### config.mk
export PLATFORM = sky130hd
export DESIGN_NAME = can_bit_destuffer_flat
export DESIGN_NICKNAME = d
export VERILOG_FILES = /design/src/rtl/can_pkg.sv /design/src/rtl/can_bit_destuffer_if.sv /design/src/rtl/can_run_tracker.sv /design/src/rtl/can_bit_destuffer.sv /design/src/flat_wrapper.sv
export SDC_FILE = /design/constraint.sdc
export NUM_CORES = 1
export LEC_CHECK = 0
export CAP_MARGIN = 40
export CORE_ASPECT_RATIO = 2
export CORE_MARGIN = 1.5
export CORE_UTILIZATION = 30
export DETAILED_ROUTE_END_ITERATION = 8
export GPL_ROUTABILITY_DRIVEN = 0
export GPL_TIMING_DRIVEN = 0
export MAX_ROUTING_LAYER = met4
export PLACE_DENSITY = 0.54
export SYNTH_ARGS = -nofsm -noshare
export SYNTH_HDL_FRONTEND = slang
export SYNTH_SLANG_ARGS = --single-unit
### constraint.sdc
create_clock -name clk -period 4.7 [get_ports clk]
set_input_delay 0.705 -clock clk [delete_from_list [all_inputs] [get_ports clk]]
set_output_delay 0.705 -clock clk [all_outputs]
set_load 0.05 [all_outputs]
### src/rtl/can_pkg.sv
// Shared types and constants for the CAN bit destuffer: FSM states, run-counter ops, bus levels.
package can_pkg;

  localparam int CAN_STUFF_LEN = 5;
  localparam int CAN_IDLE_LEN  = 11;

  localparam logic DOMINANT  = 1'b0;
  localparam logic RECESSIVE = 1'b1;

  typedef enum logic [1:0] {
    INTEGRATE = 2'd0,
    IDLE      = 2'd1,
    FRAME     = 2'd2,
    ERROR     = 2'd3
  } can_state_e;

  // How the equal-bit run counter reacts to an accepted sample.
  typedef enum logic [1:0] {
    RUN_KEEP  = 2'd0,
    RUN_ZERO  = 2'd1,
    RUN_ONE   = 2'd2,
    RUN_COUNT = 2'd3
  } run_op_e;

endpackage

### src/rtl/can_bit_destuffer_if.sv
// Sample stream from bit timing in, destuffed stream and status to the frame receiver out.
interface can_bit_destuffer_if;

  logic sample_valid;
  logic sample_bit;
  logic destuff_en;
  logic out_valid;
  logic out_bit;
  logic sof_detect;
  logic stuff_error;
  logic bus_idle;

  modport master (
    output sample_valid, sample_bit, destuff_en,
    input  out_valid, out_bit, sof_detect, stuff_error, bus_idle
  );

  modport slave (
    input  sample_valid, sample_bit, destuff_en,
    output out_valid, out_bit, sof_detect, stuff_error, bus_idle
  );

endinterface

### src/rtl/can_run_tracker.sv
// Tracks last bus level, equal-bit run length and recessive run length; updates only on upd_i.
// Both counters saturate; rec_clr_i forces the recessive count to zero on the update.
module can_run_tracker
  import can_pkg::*;
#(
  parameter int STUFF_LEN = CAN_STUFF_LEN,
  parameter int IDLE_LEN  = CAN_IDLE_LEN,
  localparam int RUN_W    = $clog2(STUFF_LEN + 1),
  localparam int REC_W    = $clog2(IDLE_LEN + 1)
) (
  input  logic             clk,
  input  logic             rst,
  input  logic             upd_i,
  input  logic             bit_i,
  input  run_op_e          run_op_i,
  input  logic             rec_clr_i,
  output logic             last_bit_o,
  output logic             run_sat_o,
  output logic [REC_W-1:0] rec_cnt_o
);

  logic             last_bit_q, last_bit_d;
  logic [RUN_W-1:0] run_cnt_q, run_cnt_d;
  logic [REC_W-1:0] rec_cnt_q, rec_cnt_d;
  logic             rec_sat;

  assign run_sat_o  = (run_cnt_q == RUN_W'(STUFF_LEN));
  assign rec_sat    = (rec_cnt_q == REC_W'(IDLE_LEN));
  assign last_bit_o = last_bit_q;
  assign rec_cnt_o  = rec_cnt_q;

  always_comb begin
    last_bit_d = last_bit_q;
    run_cnt_d  = run_cnt_q;
    rec_cnt_d  = rec_cnt_q;
    if (upd_i) begin
      last_bit_d = bit_i;
      case (run_op_i)
        RUN_ZERO:  run_cnt_d = '0;
        RUN_ONE:   run_cnt_d = RUN_W'(1);
        RUN_COUNT: begin
          if (bit_i != last_bit_q) run_cnt_d = RUN_W'(1);
          else if (!run_sat_o)     run_cnt_d = run_cnt_q + RUN_W'(1);
        end
        default:   run_cnt_d = run_cnt_q;
      endcase
      if (rec_clr_i || bit_i == DOMINANT) rec_cnt_d = '0;
      else if (!rec_sat)                  rec_cnt_d = rec_cnt_q + REC_W'(1);
    end
  end

  always_ff @(posedge clk or negedge rst) begin
    if (!rst) begin
      last_bit_q <= RECESSIVE;
      run_cnt_q  <= '0;
      rec_cnt_q  <= '0;
    end else begin
      last_bit_q <= last_bit_d;
      run_cnt_q  <= run_cnt_d;
      rec_cnt_q  <= rec_cnt_d;
    end
  end

endmodule

### src/rtl/can_bit_destuffer.sv
// CAN bus integration, SOF detection and stuff-bit removal; all outputs registered, 1 cycle
// after the sample strobe. No backpressure: the receiver must accept every out_valid.
module can_bit_destuffer
  import can_pkg::*;
#(
  parameter int STUFF_LEN = CAN_STUFF_LEN,
  parameter int IDLE_LEN  = CAN_IDLE_LEN
) (
  input  logic clk,
  input  logic rst,
  can_bit_destuffer_if.slave bus
);

  localparam int REC_W = $clog2(IDLE_LEN + 1);

  can_state_e       state_q, state_d;
  logic             out_valid_q, out_valid_d;
  logic             out_bit_q, out_bit_d;
  logic             sof_q, sof_d;
  logic             err_q, err_d;
  logic             idle_q, idle_d;

  run_op_e          run_op;
  logic             rec_clr;
  logic             last_bit;
  logic             run_sat;
  logic [REC_W-1:0] rec_cnt;
  logic             rec_hit;

  can_run_tracker #(
    .STUFF_LEN (STUFF_LEN),
    .IDLE_LEN  (IDLE_LEN)
  ) u_tracker (
    .clk        (clk),
    .rst        (rst),
    .upd_i      (bus.sample_valid),
    .bit_i      (bus.sample_bit),
    .run_op_i   (run_op),
    .rec_clr_i  (rec_clr),
    .last_bit_o (last_bit),
    .run_sat_o  (run_sat),
    .rec_cnt_o  (rec_cnt)
  );

  // True when this recessive sample is the one that completes the idle run.
  assign rec_hit = (bus.sample_bit == RECESSIVE) && (rec_cnt >= REC_W'(IDLE_LEN - 1));

  always_comb begin
    state_d     = state_q;
    out_valid_d = 1'b0;
    out_bit_d   = out_bit_q;
    sof_d       = 1'b0;
    err_d       = 1'b0;
    idle_d      = idle_q;
    run_op      = RUN_KEEP;
    rec_clr     = 1'b0;
    if (bus.sample_valid) begin
      case (state_q)
        INTEGRATE, ERROR: begin
          if (rec_hit) begin
            state_d = IDLE;
            idle_d  = 1'b1;
          end
        end
        IDLE: begin
          if (bus.sample_bit == DOMINANT) begin
            out_valid_d = 1'b1;
            out_bit_d   = DOMINANT;
            sof_d       = 1'b1;
            idle_d      = 1'b0;
            state_d     = FRAME;
            run_op      = RUN_ONE;
          end
        end
        FRAME: begin
          if (bus.destuff_en) begin
            if (run_sat) begin
              if (bus.sample_bit == last_bit) begin
                err_d   = 1'b1;
                state_d = ERROR;
                rec_clr = 1'b1;
              end else begin
                run_op = RUN_ONE;
              end
            end else begin
              out_valid_d = 1'b1;
              out_bit_d   = bus.sample_bit;
              run_op      = RUN_COUNT;
            end
          end else begin
            // Outside the stuffed region the bit is still delivered even on the idle-completing sample.
            out_valid_d = 1'b1;
            out_bit_d   = bus.sample_bit;
            run_op      = RUN_ZERO;
            if (rec_hit) begin
              state_d = IDLE;
              idle_d  = 1'b1;
            end
          end
        end
        default: state_d = INTEGRATE;
      endcase
    end
  end

  always_ff @(posedge clk or negedge rst) begin
    if (!rst) begin
      state_q     <= INTEGRATE;
      out_valid_q <= 1'b0;
      out_bit_q   <= RECESSIVE;
      sof_q       <= 1'b0;
      err_q       <= 1'b0;
      idle_q      <= 1'b0;
    end else begin
      state_q     <= state_d;
      out_valid_q <= out_valid_d;
      out_bit_q   <= out_bit_d;
      sof_q       <= sof_d;
      err_q       <= err_d;
      idle_q      <= idle_d;
    end
  end

  assign bus.out_valid   = out_valid_q;
  assign bus.out_bit     = out_bit_q;
  assign bus.sof_detect  = sof_q;
  assign bus.stuff_error = err_q;
  assign bus.bus_idle    = idle_q;

endmodule

### src/flat_wrapper.sv
// flat-port wrapper written by rule: the top's interface ports become plain ports
module can_bit_destuffer_flat import can_pkg::*;
#(
  parameter int STUFF_LEN = CAN_STUFF_LEN,
  parameter int IDLE_LEN  = CAN_IDLE_LEN
)
  (clk, rst, bus_sample_valid, bus_sample_bit, bus_destuff_en, bus_out_valid, bus_out_bit, bus_sof_detect, bus_stuff_error, bus_bus_idle);
  can_bit_destuffer_if bus_i ();
  input  logic clk;
  input  logic rst;
  input wire logic [$bits(bus_i.sample_valid)-1:0] bus_sample_valid;
  input wire logic [$bits(bus_i.sample_bit)-1:0] bus_sample_bit;
  input wire logic [$bits(bus_i.destuff_en)-1:0] bus_destuff_en;
  output wire logic [$bits(bus_i.out_valid)-1:0] bus_out_valid;
  output wire logic [$bits(bus_i.out_bit)-1:0] bus_out_bit;
  output wire logic [$bits(bus_i.sof_detect)-1:0] bus_sof_detect;
  output wire logic [$bits(bus_i.stuff_error)-1:0] bus_stuff_error;
  output wire logic [$bits(bus_i.bus_idle)-1:0] bus_bus_idle;
  assign bus_i.sample_valid = bus_sample_valid;
  assign bus_i.sample_bit = bus_sample_bit;
  assign bus_i.destuff_en = bus_destuff_en;
  assign bus_out_valid = bus_i.out_valid;
  assign bus_out_bit = bus_i.out_bit;
  assign bus_sof_detect = bus_i.sof_detect;
  assign bus_stuff_error = bus_i.stuff_error;
  assign bus_bus_idle = bus_i.bus_idle;
  can_bit_destuffer #(.STUFF_LEN(STUFF_LEN), .IDLE_LEN(IDLE_LEN)) u_core (.clk(clk), .rst(rst), .bus(bus_i));
endmodule
==> results of run 1 <==
==> Yosys cell counts <==
master / instances / area (um^2)
sky130_fd_sc_hd__a22o_1: 1 / 8.760
sky130_fd_sc_hd__buf_6: 1 / 11.26
sky130_fd_sc_hd__clkbuf_2: 1 / 5.000
sky130_fd_sc_hd__o2bb2ai_1: 2 / 17.52
sky130_fd_sc_hd__nand2_1: 7 / 26.28
sky130_fd_sc_hd__and2b_1: 1 / 7.510
sky130_fd_sc_hd__nand3b_1: 1 / 7.510
sky130_fd_sc_hd__mux2i_1: 3 / 30.03
sky130_fd_sc_hd__nor3b_1: 1 / 7.510
sky130_fd_sc_hd__a21oi_1: 5 / 25.02
sky130_fd_sc_hd__nor2b_2: 1 / 8.760
sky130_fd_sc_hd__or4_1: 1 / 7.510
sky130_fd_sc_hd__nor2b_1: 4 / 25.02
sky130_fd_sc_hd__mux2_2: 1 / 11.26
sky130_fd_sc_hd__nand2b_1: 1 / 6.260
sky130_fd_sc_hd__o21a_1: 1 / 7.510
sky130_fd_sc_hd__o21ai_0: 5 / 25.02
sky130_fd_sc_hd__o22ai_1: 1 / 6.260
sky130_fd_sc_hd__and3_1: 1 / 6.260
sky130_fd_sc_hd__ha_1: 6 / 75.07
sky130_fd_sc_hd__o221ai_1: 1 / 8.760
sky130_fd_sc_hd__a2bb2oi_1: 1 / 8.760
sky130_fd_sc_hd__xnor2_4: 1 / 27.53
sky130_fd_sc_hd__o32ai_1: 1 / 8.760
sky130_fd_sc_hd__a31oi_1: 1 / 6.260
sky130_fd_sc_hd__nand4_1: 1 / 6.260
sky130_fd_sc_hd__nor3_1: 1 / 5.000
sky130_fd_sc_hd__nand3_1: 4 / 20.02
sky130_fd_sc_hd__inv_1: 9 / 33.78
sky130_fd_sc_hd__o31ai_2: 1 / 12.51
sky130_fd_sc_hd__and2_1: 2 / 12.51
sky130_fd_sc_hd__a21oi_2: 1 / 8.760
sky130_fd_sc_hd__dfrtp_1: 13 / 325.3
sky130_fd_sc_hd__or4_4: 1 / 11.26
sky130_fd_sc_hd__dfstp_2: 2 / 52.55
sky130_fd_sc_hd__nor2_1: 3 / 11.26
sky130_fd_sc_hd__a21o_1: 1 / 7.510
sky130_fd_sc_hd__a21boi_0: 1 / 7.510
sky130_fd_sc_hd__nand3_2: 1 / 10.01
sky130_fd_sc_hd__a2111o_1: 1 / 11.26
sky130_fd_sc_hd__or2b_1: 1 / 7.510
==> through the flow <==
step           std cells  total power, uW  instance area, um^2
6_report             135            519.1                 1091
5_1_grt              135            560.8                 1091
4_1_cts              135            527.0                 1091
3_5_place_dp         131            420.2                 1046
3_3_place_gp         131            415.5                 1046
2_1_floorplan         93            355.7                928.4
==> final cells by class <==
cell class | instances | area [um^2]
plain buffers | 2 | 16.27
clock buffers | 4 | 45.04
fillers | 323 | 1852
inverters | 9 | 33.78
multi-input cells | 67 | 500.5
flip-flops and latches | 15 | 377.9
well taps | 30 | 37.54
repair buffers | 8 | 80.08
==> power by group <==
part / internal (uW) / switching (uW) / total (uW)
Clock: 60.0 / 44.5 / 104
Sequential: 165 / 26.6 / 192
Combinational: 89.4 / 134 / 223
Total: 315 / 205 / 519
==> per-layer routing <==
layer	vias to the layer above	global-route usage, %	share of wire, %
li1	353	-	-
met1	344	12.21	37
met2	8	25.38	59
met3	4	2.198	2.2
met4	0	6.563	2.0
met5	-	-	0
==> cells by family (layout without fill, tap and decap cells) <==
logic type | Yosys count | count (layout) | synth area share [%]
xor gates and xnor gates | 1 | 1 | 2.965
muxes | 4 | 4 | 4.447
adders and majority gates | 6 | 6 | 8.086
AOI/OAI and AO/OA | 24 | 24 | 18.33
buffers and inverters | 11 | 23 | 5.390
DFF | 15 | 15 | 40.70
and+or+nand+nor | 32 | 32 | 20.08
==> registers in the layout, indices dropped and copies added, names as in the netlist <==
signal,cells
u_core.bus.out_bit,1
u_core.u_tracker.run_cnt_q,3
u_core.bus.sof_detect,1
u_core.state_q,2
u_core.bus.bus_idle,1
u_core.u_tracker.rec_cnt_o,4
u_core.bus.out_valid,1
u_core.u_tracker.last_bit_o,1
u_core.bus.stuff_error,1
==> worst max-delay path by stage <==
stage	endpoint	depth (start not counted)	slack, ns
global placement	u_core.bus.bus_idle	6	2.33
CTS	bus_out_bit	1	2.40
global route	bus_out_bit	1	2.35
detailed placement	u_core.bus.bus_idle	6	2.29
finish	bus_out_bit	1	2.41
floorplan	u_core.u_tracker.run_cnt_q[0]	5	2.88
==> results.md, run 1 <==
| Group | Item | Value |
| --- | --- | --- |
| run status | Outcome | finished, final reports clean |
| die | Vertical die dimension | 81.67 um |
| drt | Post-DR wirelength/cell | 14.31 um |
| timing | RSZ-0062 raised after global routing | no |
| grt | Wire length of the first global-routing pass | 3325 um |
| worst setup path | Worst Path Class, Setup | reg -> out |
| timing | Total setup violations reported at the end of the flow | 0 |
| worst setup path | Cell breakdown of the critical path | clkdlybuf4s50_1 |
| drt | Number of routed nets with antenna violations | 0 |
| worst setup path | Critical path launch point type | register |
| worst setup path | Endpoint of the worst register-to-register path | u_core.u_tracker.run_cnt_q[1] |
| yosys | Count of state elements after synthesis | 15 |
| final layout | Final core utilization | 37.07% |
| pwr | Worst-case vdd ir drop | 0.2067 mV |
| die | Chip Width | 42.34 um |
| worst setup path | Type of element capturing the critical path | primary output |
| worst setup path | Highest cell delay on the worst timing path | 0.80 ns |
| final layout | Area growth from synthesis to final layout | 17.52% |
| min path | Hold Path End | u_core.state_q[0] |
| worst setup path | Crit path max-delay cell type | sky130_fd_sc_hd__clkdlybuf4s50_1 |
| worst setup path | Reg-to-Reg Start | u_core.state_q[1] |
| drt | Total detailed-routing wirelength | 1932 um |
| timing | Final hold vios | 0 |
| worst setup path | Kind of cell with the highest combined delay on the critical path | buffers and inverters |
| placed design | Post-Place Setup Slack | 2.292 ns |
| grt | Number of global-route vias before repair | 744 |
| drt | Vias/cell | 5.252 |
| yosys | Count of different cell masters after synthesis | 41 |
| clock tree | Number of buffers between clock root and the deepest sink | 2 |
| yosys | YS warnings | 0 |
| yosys | Post-Syn Nets | 104 |
| placed design | Number of port buffers | 8 |
| clock tree | Clk slew on worst S/H paths | 0.06 ns |
| min path | Min-delay worst type | reg -> reg |
| placed design | Detailed placement HPWL | 1555 um |
| final layout | Most frequent cells in the layout | 13 x sky130_fd_sc_hd__dfrtp_1, 9 x sky130_fd_sc_hd__inv_1, 8 x sky130_fd_sc_hd__clkdlybuf4s50_1, 7 x sky130_fd_sc_hd__nand2_1, 6 x sky130_fd_sc_hd__ha_1 |
| pwr | Leakage power total | 0.0004651 uW |
| clock tree | CTS-repair resized insts | 0 |
| clock tree | Total CTS buffers | 3 |
| timing | Setup total negative slack | 0 ns |
| pwr | Cell Pwr Density | 475.8 nW/um^2 |
| die | Core outline area | 2943 um^2 |
| worst setup path | Critical Path Start | u_core.bus.out_bit |
| drt | Routed vias | 709 |
| die | Initial standard-cell utilization of the core | 31.55% |
| drt | Drt initial violations | 7 |
| yosys | Average cell area after synthesis | 9.983 um^2 |
| clock tree | TritonCTS Sinks | 15 |
| timing | Highest achievable clock rate | 0.4371 GHz |
| timing | PnR worst setup slack | 2.412 ns |
| timing | Tmin final | 2.288 ns |
| clock tree | Post-cts hold buffer count | 0 |
| clock tree | CTS tree | built |
| worst setup path | Worst Path Max Fanout | 3 |
| timing | Worst Hold Slack | 0.5501 ns |
| clock tree | Clock network latency to the later pin of the worst-skew pair | 0.25 ns |
| die | Floorplan die area | 3458 um^2 |
| grt | Number of antenna violations at the first check in global routing | 0 |
| yosys | Synth Cell Area | 928.4 um^2 |
| timing | Maximum clock skew at final layout | 0.001834 ns |
| min path | Depth of the worst hold-timing path | 1 |
| worst setup path | Reg2Reg Setup Slack | 2.85 ns |
| drt | Residual DRC count | 0 |
| clock tree | Number of setup buffers added after CTS | 0 |
| worst setup path | Required time at the worst-slack endpoint | 3.99 ns |
| final layout | Number of nets in the final layout | 117 |
| worst setup path | WP buf/inv | 1 |
| yosys | Sequential cell area fraction in the yosys report | 40.70% |
| timing | Final-report max-slew violation count | 0 |
| final layout | Most common cell after layout, fill and taps aside | sky130_fd_sc_hd__dfrtp_1 |
| timing | Worst-case headroom to the max-slew limit | 53.85% |
| worst setup path | Cell depth of the worst flop-to-flop path | 6 |
| timing | Share of the clock period used by the worst path | 48.68% |
| grt | Total global-route track usage | 13.23% |
| final layout | Antenna diode count | 0 |
| clock tree | Cell at the root of the clock tree | sky130_fd_sc_hd__clkbuf_8 |
| run | Number of max-capacitance violations reported | 0 |
| timing | Actual slew at the worst max-slew pin | 0.6901 ns |
| final layout | Layout cells sized above 1 | 13.33% |
| worst setup path | Arrival @ worst endpoint | 1.58 ns |
| drt | Total iterations of the first detailed-routing run | 2 |
| grt | Largest net degree at the start of global routing | 16 |
| grt | Overall overflow remaining after global route | 0 |
| clock tree | Deepest level of the CTS H-tree | 1 |
| die | Cell Rows | 28 |
| die | Number of primary I/O pins | 10 |
| min path | Hold path startpoint | u_core.state_q[0] |
| yosys | Post-synthesis cell count | 93 |
Power figures use the tool's default switching activity.
==> inputs of run 2 (changes only) <==
clock period = 2.3 ns   (was 4.7 ns; I/O delays follow)
==> results of run 2 <==
Same layout as run 1 (identical final DEF). Status: finished, final reports clean.
Main changes from that run: setup slack after placement 2.292 ns -> 0.2515 ns; setup slack after layout 2.412 ns -> 0.3720 ns; hold slack 0.5501 ns -> 0.4132 ns; register-to-register setup slack 2.85 ns -> 0.45 ns; end point of the worst hold path u_core.state_q[0] -> u_core.u_tracker.last_bit_o; total power 519.1 uW -> 1061 uW; worst IR drop on VDD 0.2067 mV -> 0.4223 mV
